<file path="src/rtl/dbus_master_ctrl_pkg.sv">
// Shared types and constants for the data-bus master controller.
package dbus_master_ctrl_pkg;

  localparam int unsigned DATA_WIDTH = 32;
  localparam int unsigned WE_W       = 4;

  typedef enum logic [1:0] {
    ST_IDLE = 2'd0,
    ST_WAIT = 2'd1,
    ST_RESP = 2'd2
  } state_e;

  // All byte enables clear marks a read access.
  function automatic logic is_read(input logic [WE_W-1:0] we);
    return (we == 4'b0000);
  endfunction

endpackage

</file>
<file path="src/rtl/dbus_master_ctrl_if.sv">
// Core request/response channel plus stb/ack/err bus, as seen by the controller (master)
// and by its environment (slave: LSU driver and memory slave together).
interface dbus_master_ctrl_if #(
  parameter int unsigned ERR_CNT_W = 8
);
  import dbus_master_ctrl_pkg::*;

  logic                  req_valid_i;
  logic                  req_ready_o;
  logic [WE_W-1:0]       req_we_i;
  logic [DATA_WIDTH-1:0] req_addr_i;
  logic [DATA_WIDTH-1:0] req_wdata_i;
  logic                  rsp_valid_o;
  logic [DATA_WIDTH-1:0] rsp_rdata_o;
  logic                  rsp_err_o;
  logic                  rsp_timeout_o;
  logic                  stb_o;
  logic [WE_W-1:0]       we_o;
  logic [DATA_WIDTH-1:0] addr_o;
  logic [DATA_WIDTH-1:0] wdata_o;
  logic [DATA_WIDTH-1:0] rdata_i;
  logic                  ack_i;
  logic                  err_i;
  logic [DATA_WIDTH-1:0] err_addr_o;
  logic [ERR_CNT_W-1:0]  err_cnt_o;

  modport master (
    input  req_valid_i, req_we_i, req_addr_i, req_wdata_i, rdata_i, ack_i, err_i,
    output req_ready_o, rsp_valid_o, rsp_rdata_o, rsp_err_o, rsp_timeout_o,
           stb_o, we_o, addr_o, wdata_o, err_addr_o, err_cnt_o
  );

  modport slave (
    output req_valid_i, req_we_i, req_addr_i, req_wdata_i, rdata_i, ack_i, err_i,
    input  req_ready_o, rsp_valid_o, rsp_rdata_o, rsp_err_o, rsp_timeout_o,
           stb_o, we_o, addr_o, wdata_o, err_addr_o, err_cnt_o
  );

endinterface

</file>
<file path="src/rtl/dbus_master_ctrl_timeout_cnt.sv">
// Wait-state counter for the bus master; expired_o flags the last allowed strobe cycle.
module dbus_timeout_cnt #(
  parameter int unsigned TIMEOUT_CYCLES = 16
) (
  input  logic clk_i,
  input  logic rst_i,
  input  logic clear_i,
  input  logic en_i,
  output logic expired_o
);

  localparam int unsigned     CNT_W = $clog2(TIMEOUT_CYCLES);
  localparam logic [CNT_W-1:0] LAST = CNT_W'(TIMEOUT_CYCLES - 1);

  logic [CNT_W-1:0] cnt_q;
  logic [CNT_W-1:0] cnt_d;

  // Hold at LAST so the count never wraps back into a fresh window.
  always_comb begin
    cnt_d = cnt_q;
    if (clear_i) begin
      cnt_d = '0;
    end else if (en_i && !expired_o) begin
      cnt_d = cnt_q + CNT_W'(1);
    end else begin
      cnt_d = cnt_q;
    end
  end

  always_ff @(posedge clk_i or posedge rst_i) begin
    if (rst_i) begin
      cnt_q <= '0;
    end else begin
      cnt_q <= cnt_d;
    end
  end

  assign expired_o = (cnt_q == LAST);

endmodule

</file>
<file path="src/rtl/dbus_master_ctrl.sv">
// Data-bus master: one registered request, stb held until ack/err, one-cycle response.
// Optional wait-state timeout enabled by defining DBUS_TIMEOUT_EN.
module dbus_master_ctrl
  import dbus_master_ctrl_pkg::*;
#(
`ifdef DBUS_TIMEOUT_EN
  parameter int unsigned TIMEOUT_CYCLES = 16,
`endif
  parameter int unsigned ERR_CNT_W = 8
) (
  input logic                clk_i,
  input logic                rst_i,
  dbus_master_ctrl_if.master dbus
);

  state_e                state_q, state_d;
  logic                  req_ready_q, req_ready_d;
  logic                  stb_q, stb_d;
  logic [WE_W-1:0]       we_q, we_d;
  logic [DATA_WIDTH-1:0] addr_q, addr_d;
  logic [DATA_WIDTH-1:0] wdata_q, wdata_d;
  logic                  rsp_valid_q, rsp_valid_d;
  logic [DATA_WIDTH-1:0] rsp_rdata_q, rsp_rdata_d;
  logic                  rsp_err_q, rsp_err_d;
  logic                  rsp_timeout_q, rsp_timeout_d;
  logic [DATA_WIDTH-1:0] err_addr_q, err_addr_d;
  logic [ERR_CNT_W-1:0]  err_cnt_q, err_cnt_d;
  logic                  timeout_expired;

`ifdef DBUS_TIMEOUT_EN
  dbus_timeout_cnt #(
    .TIMEOUT_CYCLES(TIMEOUT_CYCLES)
  ) u_timeout (
    .clk_i     (clk_i),
    .rst_i     (rst_i),
    .clear_i   (state_q != ST_WAIT),
    .en_i      (state_q == ST_WAIT),
    .expired_o (timeout_expired)
  );
`else
  assign timeout_expired = 1'b0;
`endif

  always_comb begin
    state_d       = state_q;
    req_ready_d   = req_ready_q;
    stb_d         = stb_q;
    we_d          = we_q;
    addr_d        = addr_q;
    wdata_d       = wdata_q;
    rsp_valid_d   = 1'b0;
    rsp_rdata_d   = rsp_rdata_q;
    rsp_err_d     = rsp_err_q;
    rsp_timeout_d = rsp_timeout_q;
    err_addr_d    = err_addr_q;
    err_cnt_d     = err_cnt_q;
    case (state_q)
      ST_IDLE: begin
        if (dbus.req_valid_i) begin
          we_d        = dbus.req_we_i;
          addr_d      = dbus.req_addr_i;
          wdata_d     = dbus.req_wdata_i;
          stb_d       = 1'b1;
          req_ready_d = 1'b0;
          state_d     = ST_WAIT;
        end else begin
          req_ready_d = 1'b1;
        end
      end
      ST_WAIT: begin
        // Priority err > ack > timeout; a late ack still beats the timeout edge.
        if (dbus.err_i || (timeout_expired && !dbus.ack_i)) begin
          rsp_err_d     = 1'b1;
          rsp_timeout_d = !dbus.err_i;
          err_addr_d    = addr_q;
          err_cnt_d     = (&err_cnt_q) ? err_cnt_q : err_cnt_q + ERR_CNT_W'(1);
        end else if (dbus.ack_i) begin
          rsp_err_d     = 1'b0;
          rsp_timeout_d = 1'b0;
          if (is_read(we_q)) begin
            rsp_rdata_d = dbus.rdata_i;
          end else begin
            rsp_rdata_d = rsp_rdata_q;
          end
        end else begin
          rsp_err_d = rsp_err_q;
        end
        if (dbus.err_i || dbus.ack_i || timeout_expired) begin
          stb_d       = 1'b0;
          rsp_valid_d = 1'b1;
          state_d     = ST_RESP;
        end else begin
          stb_d = 1'b1;
        end
      end
      ST_RESP: begin
        req_ready_d = 1'b1;
        state_d     = ST_IDLE;
      end
      default: begin
        stb_d       = 1'b0;
        req_ready_d = 1'b1;
        state_d     = ST_IDLE;
      end
    endcase
  end

  always_ff @(posedge clk_i or posedge rst_i) begin
    if (rst_i) begin
      state_q       <= ST_IDLE;
      req_ready_q   <= 1'b1;
      stb_q         <= 1'b0;
      we_q          <= '0;
      addr_q        <= '0;
      wdata_q       <= '0;
      rsp_valid_q   <= 1'b0;
      rsp_rdata_q   <= '0;
      rsp_err_q     <= 1'b0;
      rsp_timeout_q <= 1'b0;
      err_addr_q    <= '0;
      err_cnt_q     <= '0;
    end else begin
      state_q       <= state_d;
      req_ready_q   <= req_ready_d;
      stb_q         <= stb_d;
      we_q          <= we_d;
      addr_q        <= addr_d;
      wdata_q       <= wdata_d;
      rsp_valid_q   <= rsp_valid_d;
      rsp_rdata_q   <= rsp_rdata_d;
      rsp_err_q     <= rsp_err_d;
      rsp_timeout_q <= rsp_timeout_d;
      err_addr_q    <= err_addr_d;
      err_cnt_q     <= err_cnt_d;
    end
  end

  assign dbus.req_ready_o   = req_ready_q;
  assign dbus.stb_o         = stb_q;
  assign dbus.we_o          = we_q;
  assign dbus.addr_o        = addr_q;
  assign dbus.wdata_o       = wdata_q;
  assign dbus.rsp_valid_o   = rsp_valid_q;
  assign dbus.rsp_rdata_o   = rsp_rdata_q;
  assign dbus.rsp_err_o     = rsp_err_q;
  assign dbus.rsp_timeout_o = rsp_timeout_q;
  assign dbus.err_addr_o    = err_addr_q;
  assign dbus.err_cnt_o     = err_cnt_q;

endmodule

</file>
<file path="src/flat_wrapper.sv">
// flat-port wrapper written by rule: the top's interface ports become plain ports
module dbus_master_ctrl_flat import dbus_master_ctrl_pkg::*;
#(

  parameter int unsigned ERR_CNT_W = 8
)
  (clk_i, rst_i, dbus_req_valid_i, dbus_req_we_i, dbus_req_addr_i, dbus_req_wdata_i, dbus_rdata_i, dbus_ack_i, dbus_err_i, dbus_req_ready_o, dbus_rsp_valid_o, dbus_rsp_rdata_o, dbus_rsp_err_o, dbus_rsp_timeout_o, dbus_stb_o, dbus_we_o, dbus_addr_o, dbus_wdata_o, dbus_err_addr_o, dbus_err_cnt_o);
  dbus_master_ctrl_if #(.ERR_CNT_W(ERR_CNT_W)) dbus_i ();
  input logic clk_i;
  input logic rst_i;
  input wire logic [$bits(dbus_i.req_valid_i)-1:0] dbus_req_valid_i;
  input wire logic [$bits(dbus_i.req_we_i)-1:0] dbus_req_we_i;
  input wire logic [$bits(dbus_i.req_addr_i)-1:0] dbus_req_addr_i;
  input wire logic [$bits(dbus_i.req_wdata_i)-1:0] dbus_req_wdata_i;
  input wire logic [$bits(dbus_i.rdata_i)-1:0] dbus_rdata_i;
  input wire logic [$bits(dbus_i.ack_i)-1:0] dbus_ack_i;
  input wire logic [$bits(dbus_i.err_i)-1:0] dbus_err_i;
  output wire logic [$bits(dbus_i.req_ready_o)-1:0] dbus_req_ready_o;
  output wire logic [$bits(dbus_i.rsp_valid_o)-1:0] dbus_rsp_valid_o;
  output wire logic [$bits(dbus_i.rsp_rdata_o)-1:0] dbus_rsp_rdata_o;
  output wire logic [$bits(dbus_i.rsp_err_o)-1:0] dbus_rsp_err_o;
  output wire logic [$bits(dbus_i.rsp_timeout_o)-1:0] dbus_rsp_timeout_o;
  output wire logic [$bits(dbus_i.stb_o)-1:0] dbus_stb_o;
  output wire logic [$bits(dbus_i.we_o)-1:0] dbus_we_o;
  output wire logic [$bits(dbus_i.addr_o)-1:0] dbus_addr_o;
  output wire logic [$bits(dbus_i.wdata_o)-1:0] dbus_wdata_o;
  output wire logic [$bits(dbus_i.err_addr_o)-1:0] dbus_err_addr_o;
  output wire logic [$bits(dbus_i.err_cnt_o)-1:0] dbus_err_cnt_o;
  assign dbus_i.req_valid_i = dbus_req_valid_i;
  assign dbus_i.req_we_i = dbus_req_we_i;
  assign dbus_i.req_addr_i = dbus_req_addr_i;
  assign dbus_i.req_wdata_i = dbus_req_wdata_i;
  assign dbus_i.rdata_i = dbus_rdata_i;
  assign dbus_i.ack_i = dbus_ack_i;
  assign dbus_i.err_i = dbus_err_i;
  assign dbus_req_ready_o = dbus_i.req_ready_o;
  assign dbus_rsp_valid_o = dbus_i.rsp_valid_o;
  assign dbus_rsp_rdata_o = dbus_i.rsp_rdata_o;
  assign dbus_rsp_err_o = dbus_i.rsp_err_o;
  assign dbus_rsp_timeout_o = dbus_i.rsp_timeout_o;
  assign dbus_stb_o = dbus_i.stb_o;
  assign dbus_we_o = dbus_i.we_o;
  assign dbus_addr_o = dbus_i.addr_o;
  assign dbus_wdata_o = dbus_i.wdata_o;
  assign dbus_err_addr_o = dbus_i.err_addr_o;
  assign dbus_err_cnt_o = dbus_i.err_cnt_o;
  dbus_master_ctrl #(.ERR_CNT_W(ERR_CNT_W)) u_core (.clk_i(clk_i), .rst_i(rst_i), .dbus(dbus_i));
endmodule
</file>
<file path="config.mk">
export PLATFORM = sky130hd
export DESIGN_NAME = dbus_master_ctrl_flat
export DESIGN_NICKNAME = d
export VERILOG_FILES = /design/src/rtl/dbus_master_ctrl_pkg.sv /design/src/rtl/dbus_master_ctrl_if.sv /design/src/rtl/dbus_master_ctrl_timeout_cnt.sv /design/src/rtl/dbus_master_ctrl.sv /design/src/flat_wrapper.sv
export SDC_FILE = /design/constraint.sdc
export NUM_CORES = 1
export LEC_CHECK = 0
export BUFFER_PORTS_ARGS = -buffer_cell sky130_fd_sc_hd__buf_2
export CAP_MARGIN = 15
export CELL_PAD_IN_SITES_DETAIL_PLACEMENT = 2
export CELL_PAD_IN_SITES_GLOBAL_PLACEMENT = 2
export CORE_MARGIN = 2
export CORE_UTILIZATION = 29
export DETAILED_ROUTE_END_ITERATION = 16
export PLACE_DENSITY_LB_ADDON = 0.1
export SKIP_LAST_GASP = 1
export SYNTH_ARGS = -nofsm -noshare
export SYNTH_HDL_FRONTEND = slang
export SYNTH_SLANG_ARGS = --single-unit
</file>
<file path="constraint.sdc">
create_clock -name clk_i -period 6.5 [get_ports clk_i]
set_clock_uncertainty 0.1 [all_clocks]
set_input_delay 1.3 -clock clk_i [delete_from_list [all_inputs] [get_ports clk_i]]
set_output_delay 1.3 -clock clk_i [all_outputs]
set_load 0.005 [all_outputs]
</file>
# Word level (Yosys, flattened, before mapping)
# Cells that the tools add are included.
# Widths: inputs -> output; s select.
dict set report word_totals {
  regBits 147
  output_inout_bits 145
  word_cells 46
}
dict set report op_classes {
  add_sub_neg 1
  eq_ne 4
  mux 13
  bitwise_logic 3
  n_reduce_logical 13
}
# cell n
set ops {}
lappend ops {{$reduce_and 2->1} 5}
lappend ops {{$add 8x1->8 const B} 1}
lappend ops {{$mux 1} 8}
lappend ops {{$reduce_and 8->1} 1}
lappend ops {{$logic_not 4->1} 1}
lappend ops {{$mux 2} 2}
lappend ops {{$pmux 2 s2} 1}
lappend ops {{$reduce_and 4->1} 1}
lappend ops {{$not 1->1} 3}
lappend ops {{$pmux 1 s3} 1}
lappend ops {{$reduce_and 3->1} 1}
lappend ops {{$eq 2x1->1 const B} 1}
lappend ops {{$eq 2x2->1 const B} 1}
lappend ops {{$logic_not 2->1} 1}
lappend ops {{$ne 2x1->1 const B} 1}
lappend ops {{$ne 2x2->1 const B} 1}
lappend ops {{$pmux 1 s2} 1}
lappend ops {{$reduce_bool 2->1} 1}
lappend ops {{$logic_not 1->1} 1}
lappend ops {{$logic_or 1x1->1} 1}

# Longest topological paths before layout
# Gate-level depths: netlist of run 1.
dict set report logic_depth {
  word_depth 3
  depth_mapped 6
}

# Least setup slack after synthesis of run 1
# Ideal clock, no wire load.
dict set report synth_path {
  path_kind {input port to flip-flop}
  from {input port dbus_err_i}
  to {register u_core.rsp_rdata_q[20] (netlist: u_core.dbus.rsp_rdata_o[20])}
  setup_time_ns 0.125
  arrival_ns 2.567
  path_slack_ns 3.708
  cell_stages 4
  cell_sequence {or4_4 -> nor3_4 -> buf_6 -> mux2_2}
}
dict set report synth_between {
  elab_chain_len 2
}
# element line
set synth_rtl {}
lappend synth_rtl {{start, declared} flat_wrapper.sv:17} ;# input wire logic [$bits(dbus_i.err_i)-1:0] dbus_err_i;
lappend synth_rtl {{$not 1->1 (no source line)} --}
lappend synth_rtl {{$reduce_and 4->1 (no source line)} --}
lappend synth_rtl {{end signal, assigned} dbus_master_ctrl.sv:130} ;# rsp_rdata_q <= rsp_rdata_d;
lappend synth_rtl {{end, declared} dbus_master_ctrl.sv:23} ;# logic [DATA_WIDTH-1:0] rsp_rdata_q, rsp_rdata_d;
# Every way passes these cells.
# A chain may end at the register's enable or synchronous reset.

# Worst setup path after layout of run 1
dict set report layout_path {
  from {input port dbus_req_valid_i}
  to {register u_core.wdata_q[21] (netlist: u_core.dbus.wdata_o[21])}
}
dict set report layout_between {
  elab_chain_len 1
}
# element line
set layout_rtl {}
lappend layout_rtl {{start, declared} flat_wrapper.sv:11} ;# input wire logic [$bits(dbus_i.req_valid_i)-1:0] dbus_req_valid_i;
lappend layout_rtl {{$reduce_and 2->1 (no source line)} --}
lappend layout_rtl {{end signal, assigned} dbus_master_ctrl.sv:128} ;# wdata_q <= wdata_d;
lappend layout_rtl {{end, declared} dbus_master_ctrl.sv:21} ;# logic [DATA_WIDTH-1:0] wdata_q, wdata_d;
# Every way passes these cells.

==> impl_summary.txt, run 1 <==
----------------------------------------------------
[Cells and area]
  Area taken by flip-flops and latches ... about 3700 µm²
  Share of layout cells above drive strength 1 ... 0.576
  Area growth from synthesis to layout ... 37.5%
  Multi-input logic area ... 1820 µm²
  Count of nets after finishing ... 766
  Fillers ... 1,986
  Count of antenna diodes in the layout ... 0

[Synth]
  Sequential fraction of the synthesis area ... 0.655
  Fraction of synthesized cell area taken by the top area cell type ... 0.651
  Cells after synthesis ... 408
  Library cell with the highest instance count after synthesis ... sky130_fd_sc_hd__dfrtp_1
  Dominant cells by area after synthesis ... sky130_fd_sc_hd__dfrtp_1 (65%), sky130_fd_sc_hd__mux2_2 (20%), sky130_fd_sc_hd__nand2_1 (6.9%), sky130_fd_sc_hd__buf_2 (0.72%), sky130_fd_sc_hd__buf_6 (0.61%)
  Post-synthesis async set-or-reset flop share ... 1.00
  YS warnings ... 0
  Most frequent cells after synthesis ... sky130_fd_sc_hd__dfrtp_1 (145), sky130_fd_sc_hd__nand2_1 (102), sky130_fd_sc_hd__mux2_2 (101)
  Netlist Area Pre-Place ... about 5600 µm²
  Synth Register Bits ... 146
  Post-synth top flop ... sky130_fd_sc_hd__dfrtp_1
  Cell type contributing the most total cell area after synthesis ... sky130_fd_sc_hd__dfrtp_1
  Number of enable flip-flop cells after synthesis ... 0
  Synth cell types ... 37
  Synthesized area per cell ... ~14 µm²
  Synth Net Count ... a little over 500

[CTS]
  TritonCTS clock tree ... done
  Library cell used as clock root buffer ... sky130_fd_sc_hd__clkbuf_16
  Hold buffer count at CTS ... 0
  CTS HTree Levels ... 4
  Number of buffers created by CTS ... 17
  Clk_lat worst skew ... 0.41 ns
  Clock Sinks ... 146
  Clock input transition at the sequential cells of the worst setup and hold paths ... 0.06 ns
  Total of cells resized after clock tree synthesis ... 0
  Clk buf depth ... 2
  Number of buffers inserted to repair setup after CTS ... 0

[Pwr]
  Power Total ... 3.32 mW
  Leakage ... between 3 and 4 nW
  Worst VDD drop ... roughly 190 µV
  Pwr Density ... about 430 nW/µm²

[STA]
  Final Hold Fails ... 0
  Post-route worst setup slack ... 3.57 ns
  Count of endpoints failing setup in the final report ... 0
  Actual transition at the worst max-transition pin ... 0.869 ns
  Fraction of the cycle the final worst path needs ... 0.451
  Slew Limit Fails ... 0
  Minimum clock period after layout ... 2.93 ns
  Slew HR ... 0.421
  Fmax achieved ... approximately 340 MHz
  Setup TNS ... 0 ns
  Setup repair after global routing missed its margin ... no

[Floorplan]
  I/O Pins ... 250
  Height of the chip ... 143 µm
  Total die area ... around 20,000 µm²
  Number of core rows ... 50
  Die Wd ... roughly 140 µm
  Starting Density ... 0.297
  Core box area ... 18,800 µm²

[GRT]
  Global-route wire length before repair ... between 20,000 and 30,000 µm
  Residual overflow from global routing ... 0
  Met3 track demand over resource ... 0.0624
  GRT Max-Usage Layer ... met2
  Pin count of the biggest net entering global routing ... 96
  Global-route total usage across every layer ... 0.164
  Via count of the first global-routing pass ... about 4.6k
  Met2 track demand over resource in global routing ... 0.272
  Met1 usage in global routing ... 0.198
  Initial antenna violation count ... 2

[Placed design]
  DP Wirelength ... 11,900 µm
  Number of port buffers ... 248
  Placer Congestion ... 0.728
  DP Worst Slack ... 3.10 ns

[Critical path]
  Signal arrival time at the worst endpoint ... 3.12 ns
  Startpoint Class ... primary input
  Kind of capture point of the worst setup path ... flip-flop
  Top fanout value on the critical path ... a little under 50
  Data required time at the worst endpoint ... 6.69 ns
  Crit Path Class ... primary input to flip-flop

[Status]
  Result of the run ... finished clean

[Flow run]
  Number of max-cap violations ... 0

[Routing]
  Mean number of vias per cell ... between 4 and 5
  Routed wire per std cell ... 18.0 µm
  DRC Markers ... 0
  Drt first pass iters ... 4
  Number of routed nets with antenna violations ... 0
  Total wire length after detailed routing ... ~16,000 µm
  Total number of vias ... 4,154
  Drt first-iter violations ... 83

[Hold path]
  Hold Crit Class ... flip-flop to flip-flop

----------------------------------------------------
## worst max-delay path: stages
cell	delay [ns]
sky130_fd_sc_hd__buf_2	0.11
sky130_fd_sc_hd__nand2b_1	0.11
sky130_fd_sc_hd__nor2_4	0.50
sky130_fd_sc_hd__buf_4	0.66
sky130_fd_sc_hd__mux2_2	0.42
## power by group
group / internal (mW) / switching, mW
registers: 1.23 / 0.206
clock network: 0.661 / 0.370
logic: 0.455 / 0.396
## routing by layer
layer	share of wire	vias up
met2	0.50	154
li1	-	1881
met5	0.0017	-
met4	0.013	4
met1	0.40	2097
met3	0.085	18
## area by class of cell
class                   instances  share of cell area
flip-flops and latches        146               0.477
multi-input cells             242               0.237
repair buffers                252               0.166
clock buffers                  22              0.0606
well taps                     234              0.0382
clock inverters                 9              0.0202
inverters                       1             0.00114
## path summary, 6_finish.rpt
check	startpoint	to	slack [ns]	cells after the start
min in group asynchronous	rst_i	u_core.dbus.wdata_o[26]	0.97	2
worst min register to register	u_core.dbus.err_addr_o[14]	u_core.dbus.err_addr_o[14]	0.37	2
max in group asynchronous	rst_i	u_core.dbus.err_addr_o[4]	4.07	3
worst min-delay path	u_core.dbus.err_addr_o[14]	u_core.dbus.err_addr_o[14]	0.37	2
worst max-delay path	dbus_req_valid_i	u_core.dbus.wdata_o[21]	3.57	5
worst max register to register	u_core.state_q[1]	u_core.dbus.wdata_o[21]	3.98	4
## logic make-up after synthesis
kind of cell,Yosys count,synth area share
AO/OA/AOI/OAI,9,0.0119
XOR/XNOR,3,0.00471
adder cells (fa/ha/maj),1,0.00224
buffers and inverters,20,0.0200
flip-flops,146,0.655
multiplexers,104,0.210
other,1,0.000672
AND/OR/NAND/NOR,124,0.0954
## flip-flops by register name, summed over array words and instances, names as in the netlist
register and flops:
u_core.dbus.rsp_err_o 1, u_core.state_q 2, u_core.dbus.rsp_rdata_o 32, u_core.dbus.addr_o 32, u_core.dbus.wdata_o 32, u_core.dbus.stb_o 1, u_core.dbus.err_cnt_o 8, u_core.dbus.rsp_valid_o 1
u_core.dbus.we_o 4, u_core.dbus.err_addr_o 32, u_core.dbus.req_ready_o 1
## per-stage QoR
stage / hold slack [ns] / utilization / instance area (µm²) / instances
floorplan: 0.370 / - / 5580 / 408
global route: 0.395 / 0.408 / 7670 / 906
global placement: 0.353 / 0.375 / 7050 / 875
CTS: 0.374 / 0.408 / 7670 / 906
detailed placement: 0.359 / 0.375 / 7050 / 875
finish: 0.370 / 0.408 / 7670 / 906
## placed cells by master, fill, tap and decap left out, types with 3 or more instances in the layout
cell	count
sky130_fd_sc_hd__mux2_2	101
sky130_fd_sc_hd__clkbuf_1	3
sky130_fd_sc_hd__nor2_1	4
sky130_fd_sc_hd__clkbuf_16	17
sky130_fd_sc_hd__nand2_1	102
sky130_fd_sc_hd__bufinv_16	4
sky130_fd_sc_hd__buf_2	248
sky130_fd_sc_hd__buf_4	4
sky130_fd_sc_hd__dfrtp_1	145
sky130_fd_sc_hd__nand3b_1	3
Note: power is estimated with default switching activity, not from simulation.
==> run 2, diff against run 1 <==
- CORE_UTILIZATION: 29 -> 26
- clock period: 6.5 -> 2.6 ns (I/O delays scaled with it)
==> impl_summary.txt, run 2 (synthesis gave the netlist of run 1 again) <==
----------------------------------------------------
[Placed design]
  Placer Congestion ... 0.740 (+1.6%)
  Number of port buffers ... 248 (unchanged)
  DP Wirelength ... 11,900 µm (+0.41%)
  Count of placed standard cells including taps ... 920 (+5.1%)

[CTS]
  Clk buf depth ... 2 (unchanged)
  Hold buffer count at CTS ... 0 (unchanged)
  Clock Sinks ... 146 (unchanged)
  Total of cells resized after clock tree synthesis ... 0 (unchanged)
  TritonCTS clock tree ... done
  Number of buffers inserted to repair setup after CTS ... 0 (unchanged)
  CTS HTree Levels ... 4 (unchanged)
  Library cell used as clock root buffer ... sky130_fd_sc_hd__clkbuf_16
  Clk_lat worst skew ... 0.42 ns (about the same)
  Clock input transition at the sequential cells of the worst setup and hold paths ... 0.06 ns (about the same)
  Number of buffers created by CTS ... 17 (unchanged)

[Floorplan]
  Height of the chip ... 150 µm (+5.5%)
  Total die area ... 22,600 µm² (+11%)
  Die Wd ... 150 µm (+5.5%)
  Core box area ... 21,000 µm² (+12%)
  Starting Density ... 0.265 (-0.0319)
  I/O Pins ... 250 (unchanged)
  Number of core rows ... 53 (+6.0%)

[Critical path]
  Worst flop-to-flop path startpoint ... u_core.dbus.we_o[1]
  Startpoint Class ... flip-flop
  Kind of capture point of the worst setup path ... flip-flop
  Crit Path Class ... flip-flop to flip-flop
  Worst reg2reg path depth ... 4 (unchanged)
  Reg2Reg Capture Point ... u_core.dbus.rsp_rdata_o[20]
  Minimum setup slack among reg-to-reg paths ... 0.63 ns (-3.35 ns)
  Top fanout value on the critical path ... 32 (-35%)
  Startpoint of the most critical setup path ... u_core.dbus.we_o[1]
  CP peak stage delay ... 0.53 ns (-0.13 ns)
  Worst path cell trace ... or4_4, nor3_4, buf_12, mux2_2
  Slowest stage cell, crit path ... sky130_fd_sc_hd__or4_4
  Signal arrival time at the worst endpoint ... 2.18 ns (-0.94 ns)
  Data required time at the worst endpoint ... 2.80 ns (-3.89 ns)

[STA]
  Slew HR ... 0.548 (+0.128)
  Setup TNS ... 0 ns (unchanged)
  Count of endpoints failing setup in the final report ... 0 (unchanged)
  Fraction of the cycle the final worst path needs ... 0.759
  Fmax achieved ... ~510 MHz
  Slew Limit Fails ... 0 (unchanged)
  Minimum clock period after layout ... 1.97 ns
  Setup repair after global routing missed its margin ... no
  Actual transition at the worst max-transition pin ... 0.678 ns (-0.191 ns)
  Final Hold Fails ... 0 (unchanged)

[Cells and area]
  Multi-input logic area ... 1820 µm² (unchanged)
  Count of antenna diodes in the layout ... 0 (unchanged)
  Count of nets after finishing ... 770 (+0.52%)
  Fillers ... 2,257 (+14%)
  Area taken by flip-flops and latches ... 3650 µm² (unchanged)
  Area growth from synthesis to layout ... 38.6%
  Number of standard cells in the layout, taps in and fillers out ... 952 (+5.1%)
  Share of layout cells above drive strength 1 ... 0.582 (+0.00609)
  Most frequent cells in the layout ... sky130_fd_sc_hd__buf_2 (248), sky130_fd_sc_hd__dfrtp_1 (145), sky130_fd_sc_hd__nand2_1 (102)
  Commonest non-fill, non-tap cell in the layout ... sky130_fd_sc_hd__buf_2

[GRT]
  Residual overflow from global routing ... 0 (unchanged)
  Met2 track demand over resource in global routing ... 0.244 (-0.0286)
  Met3 track demand over resource ... 0.0606 (-0.00177)
  Global-route wire length before repair ... 25,600 µm (-0.16%)
  Pin count of the biggest net entering global routing ... 115 (+20%)
  Met1 usage in global routing ... 0.178 (-0.0206)
  GRT Max-Usage Layer ... met2
  Via count of the first global-routing pass ... 4,638 (+0.43%)
  Global-route total usage across every layer ... 0.148 (-0.0153)
  Initial antenna violation count ... 0 (-2)

[Routing]
  Mean number of vias per cell ... 4.35 (-5.2%)
  DRC Markers ... 0 (unchanged)
  Drt first-iter violations ... 107 (+29%)
  Drt first pass iters ... 4 (unchanged)
  Number of routed nets with antenna violations ... 0 (unchanged)
  Total number of vias ... 4,138 (-0.39%)
  Total wire length after detailed routing ... 16,300 µm (-0.12%)
  Routed wire per std cell ... 17.1 µm (-4.9%)

[Flow run]
  Number of max-cap violations ... 0 (unchanged)

[Pwr]
  Worst VDD drop ... 375 µV (+99%)
  Power Total ... 8.08 mW (+140%)
  Pwr Density ... 1050 nW/µm² (+140%)
  Leakage ... 3.98 nW (about the same)

[Hold path]
  Hold Crit Class ... primary input to async pin

[Status]
  Result of the run ... finished clean

----------------------------------------------------
==> run 2: through the flow <==
step | util | setup slack [ns] | hold slack, ns | cell area (µm²)
finish | 0.368 | 0.626 | 0.140 | 7730
global route | 0.368 | 0.527 | 0.155 | 7730
floorplan | - | 0.148 | 0.370 | 5580
CTS | 0.368 | 0.585 | 0.132 | 7730
global placement | 0.341 | 0.356 | 0.354 | 7160
detailed placement | 0.341 | 0.300 | 0.363 | 7160
==> run 2: routing by layer <==
layer | up-vias | wire, µm
met3 | 15 | 1490
li1 | 1894 | -
met2 | 158 | 8110
met4 | 0 | 183
met5 | - | 0
met1 | 2071 | 6520
==> run 2: worst max path at each step <==
stage	endpoint	slack, ns	depth (start not counted)
2_1_floorplan	u_core.dbus.addr_o[0]	0.15	1
3_5_place_dp	u_core.dbus.rsp_rdata_o[16]	0.30	5
5_1_grt	u_core.dbus.rsp_rdata_o[22]	0.53	4
4_1_cts	u_core.dbus.rsp_rdata_o[14]	0.58	4
3_3_place_gp	u_core.dbus.rsp_rdata_o[23]	0.36	5
6_report	u_core.dbus.rsp_rdata_o[20]	0.63	4
==> run 2: power breakdown <==
group | total [mW] | switching (mW) | internal [mW]
combinational | 2.14 | 0.987 | 1.15
clock | 2.36 | 1.01 | 1.36
sequential | 3.58 | 0.505 | 3.08
==> run 2: worst max-delay path: cells and delay by family (launching register included) <==
family	cells	cell delay, ns
buffers and inverters	1	0.24
DFF	1	0.39
muxes	1	0.36
and+or+nand+nor	2	0.75
==> run 2: final cells by class <==
type / instances / area share
Multi-Input combinational cell: 242 / 0.235
Clock buffer: 19 / 0.0573
Clock inverter: 13 / 0.0160
Timing Repair Buffer: 256 / 0.173
Tap cell: 275 / 0.0445
Sequential cell: 146 / 0.473
Inverter: 1 / 0.000971
==> run 3, diff against run 2 <==
- clock period: 2.6 -> 1.6 ns (I/O delays scaled with it)
==> impl_summary.txt, run 3 (synthesis gave the netlist of run 1 again) <==
----------------------------------------------------
[Floorplan]
  Starting Density ... 0.265 (unchanged)
  Number of core rows ... 53 (unchanged)
  Height of the chip ... 150 µm (unchanged)
  Die Wd ... 150 µm (unchanged)
  Core box area ... 21,000 µm² (unchanged)
  Total die area ... 22,600 µm² (unchanged)
  I/O Pins ... 250 (unchanged)

[Pwr]
  Worst VDD drop ... 656 µV (+75%)
  Leakage ... 4.61 nW (+16%)
  Pwr Density ... 1640 nW/µm² (+57%)

[Routing]
  Number of routed nets with antenna violations ... 0 (unchanged)
  Total wire length after detailed routing ... 20,500 µm (+25%)
  Mean number of vias per cell ... 4.45 (+2.3%)
  Drt first pass iters ... 6 (+2)
  Total number of vias ... 4,438 (+7.2%)
  DRC Markers ... 0 (unchanged)
  Routed wire per std cell ... 20.5 µm (+20%)
  Drt first-iter violations ... 129 (+21%)

[STA]
  Fmax achieved ... 510 MHz (+0.64%)
  Post-route worst setup slack ... -0.361 ns (-0.987 ns)
  Setup TNS ... -22.86 ns (-22.86 ns)
  Minimum clock period after layout ... 1.96 ns (-0.0126 ns)
  Fraction of the cycle the final worst path needs ... 1.23 (+0.467)
  Setup repair after global routing missed its margin ... yes
  Final Hold Fails ... 0 (unchanged)
  Slew Limit Fails ... 0 (unchanged)
  Count of endpoints failing setup in the final report ... 102 (+102)

[Placed design]
  Placer Congestion ... 0.717 (-3.2%)
  DP Wirelength ... 12,800 µm (+7.2%)
  Number of port buffers ... 248 (unchanged)
  DP Worst Slack ... -0.480 ns (-0.780 ns)

[Critical path]
  Slowest stage cell, crit path ... sky130_fd_sc_hd__or4_4
  Crit Path Class ... flip-flop to flip-flop
  Kind of capture point of the worst setup path ... flip-flop
  Data required time at the worst endpoint ... 1.80 ns (-1.00 ns)
  CP peak stage delay ... 0.54 ns (about the same)
  Signal arrival time at the worst endpoint ... 2.16 ns (-0.02 ns)
  Startpoint Class ... flip-flop
  Worst path cell trace ... or4_4, nor3_4, buf_12, clkbuf_16, mux2_4
  Top fanout value on the critical path ... 8 (-75%)
  Worst reg2reg path depth ... 5 (+1)

[Hold path]
  Worst hold path cell count ... 2
  Hold Crit Class ... primary input to flip-flop

[CTS]
  Library cell used as clock root buffer ... sky130_fd_sc_hd__clkbuf_16
  Clock Sinks ... 146 (unchanged)
  Clk_lat worst skew ... 0.42 ns (about the same)
  Number of buffers created by CTS ... 17 (unchanged)
  TritonCTS clock tree ... done
  Clock input transition at the sequential cells of the worst setup and hold paths ... 0.07 ns (about the same)
  Clk buf depth ... 2 (unchanged)
  CTS HTree Levels ... 4 (unchanged)

[Cells and area]
  Area growth from synthesis to layout ... 59.1%
  Area taken by flip-flops and latches ... 3660 µm² (about the same)
  Commonest non-fill, non-tap cell in the layout ... sky130_fd_sc_hd__buf_2
  Multi-input logic area ... 2240 µm² (+23%)
  Count of nets after finishing ... 814 (+5.7%)
  Fillers ... 2,135 (-5.4%)
  Share of layout cells above drive strength 1 ... 0.620 (+0.0380)
  Most frequent cells in the layout ... sky130_fd_sc_hd__buf_2 (248), sky130_fd_sc_hd__dfrtp_1 (144), sky130_fd_sc_hd__nand2_1 (101)

[GRT]
  Via count of the first global-routing pass ... 5,042 (+8.7%)
  Global-route total usage across every layer ... 0.184 (+0.0357)
  Global-route wire length before repair ... 30,700 µm (+20%)
  Pin count of the biggest net entering global routing ... 64 (-44%)
  Residual overflow from global routing ... 0 (unchanged)
  Initial antenna violation count ... 1 (+1)

[Status]
  Violations in the final reports ... setup timing
  Result of the run ... finished, violations left

[Flow run]
  Number of max-cap violations ... 0 (unchanged)

----------------------------------------------------
## run 3: cell types whose count changed in the layout (fill, tap and decap cells not counted), sizes merged
| cell | before | now |
|---|---|---|
| inv | 5 | 4 |
| bufinv | 1 | 2 |
| dlygate4sd3 | 0 | 1 |
| clkinv | 4 | 3 |
| diode | 0 | 2 |
| clkbuf | 19 | 21 |
| buf | 256 | 297 |
| clkinvlp | 4 | 5 |
## run 3: power by group
| group | leakage, nW | switching, mW | total [mW] | internal (mW) |
|---|---|---|---|---|
| clock network | 0.277 | 1.66 | 4.03 | 2.36 |
| logic | 2.54 | 1.95 | 4.68 | 2.73 |
| registers | 1.80 | 0.863 | 5.87 | 5.00 |
## run 3: per-layer routing
| metal | part of all wire | GRT usage |
|---|---|---|
| met1 | 0.41 | 0.227 |
| met2 | 0.50 | 0.306 |
| met3 | 0.070 | 0.0555 |
| met4 | 0.021 | 0.0627 |
| met5 | 0 | 0 |
## run 3: metrics by stage
stage / util / std cells / hold WS, ns / area [µm²] / total power [mW]
after global routing: 0.422 / 997 / 0.00894 / 8870 / 15.5
after CTS: 0.423 / 1000 / 0.00626 / 8880 / 14.8
after detailed placement: 0.354 / 937 / 0.361 / 7450 / 9.83
after global placement: 0.354 / 937 / 0.353 / 7450 / 9.64
after floorplan: - / 408 / 0.368 / 5730 / 7.53
final: 0.422 / 998 / 0.0264 / 8870 / 14.6
## run 3: worst max-delay path: cells and delay by family, from the launching register on
kind / cells / cell delay (ns)
buffers and inverters: 2 / 0.34
muxes: 1 / 0.31
DFF: 1 / 0.38
and+or+nand+nor: 2 / 0.72
## run 3: path summary, 6_finish.rpt
path	from	endpoint	slack, ns
max in group asynchronous	rst_i	u_core.dbus.wdata_o[3]	0.51
min	dbus_req_wdata_i[19]	u_core.dbus.wdata_o[19]	0.03
min reg2reg	u_core.dbus.err_addr_o[10]	u_core.dbus.err_addr_o[10]	0.37
min in group asynchronous	rst_i	u_core.dbus.addr_o[9]	0.49
max reg2reg	u_core.dbus.we_o[1]	u_core.dbus.rsp_rdata_o[23]	-0.36
max	u_core.dbus.we_o[1]	u_core.dbus.rsp_rdata_o[23]	-0.36
## run 3: final cells by class
| class | instances | area share |
|---|---|---|
| Clock buffer | 19 | 0.0499 |
| Timing Repair Buffer | 300 | 0.228 |
| Inverter | 1 | 0.000846 |
| Multi-Input combinational cell | 242 | 0.253 |
| Antenna cell | 2 | 0.000564 |
| Clock inverter | 13 | 0.0171 |
| Sequential cell | 146 | 0.412 |
| Tap cell | 275 | 0.0388 |
## run 3: repair_timing
item / CTS / global route
setup endpoints to repair: 105 / 141
pin swaps: 3 / 5
cloned: 12 / 2
gates resized for setup: 76 / 42
buffers inserted: 18 / 6
hold endpoints to repair: 112 / 0
hold buffers: 1 / 0
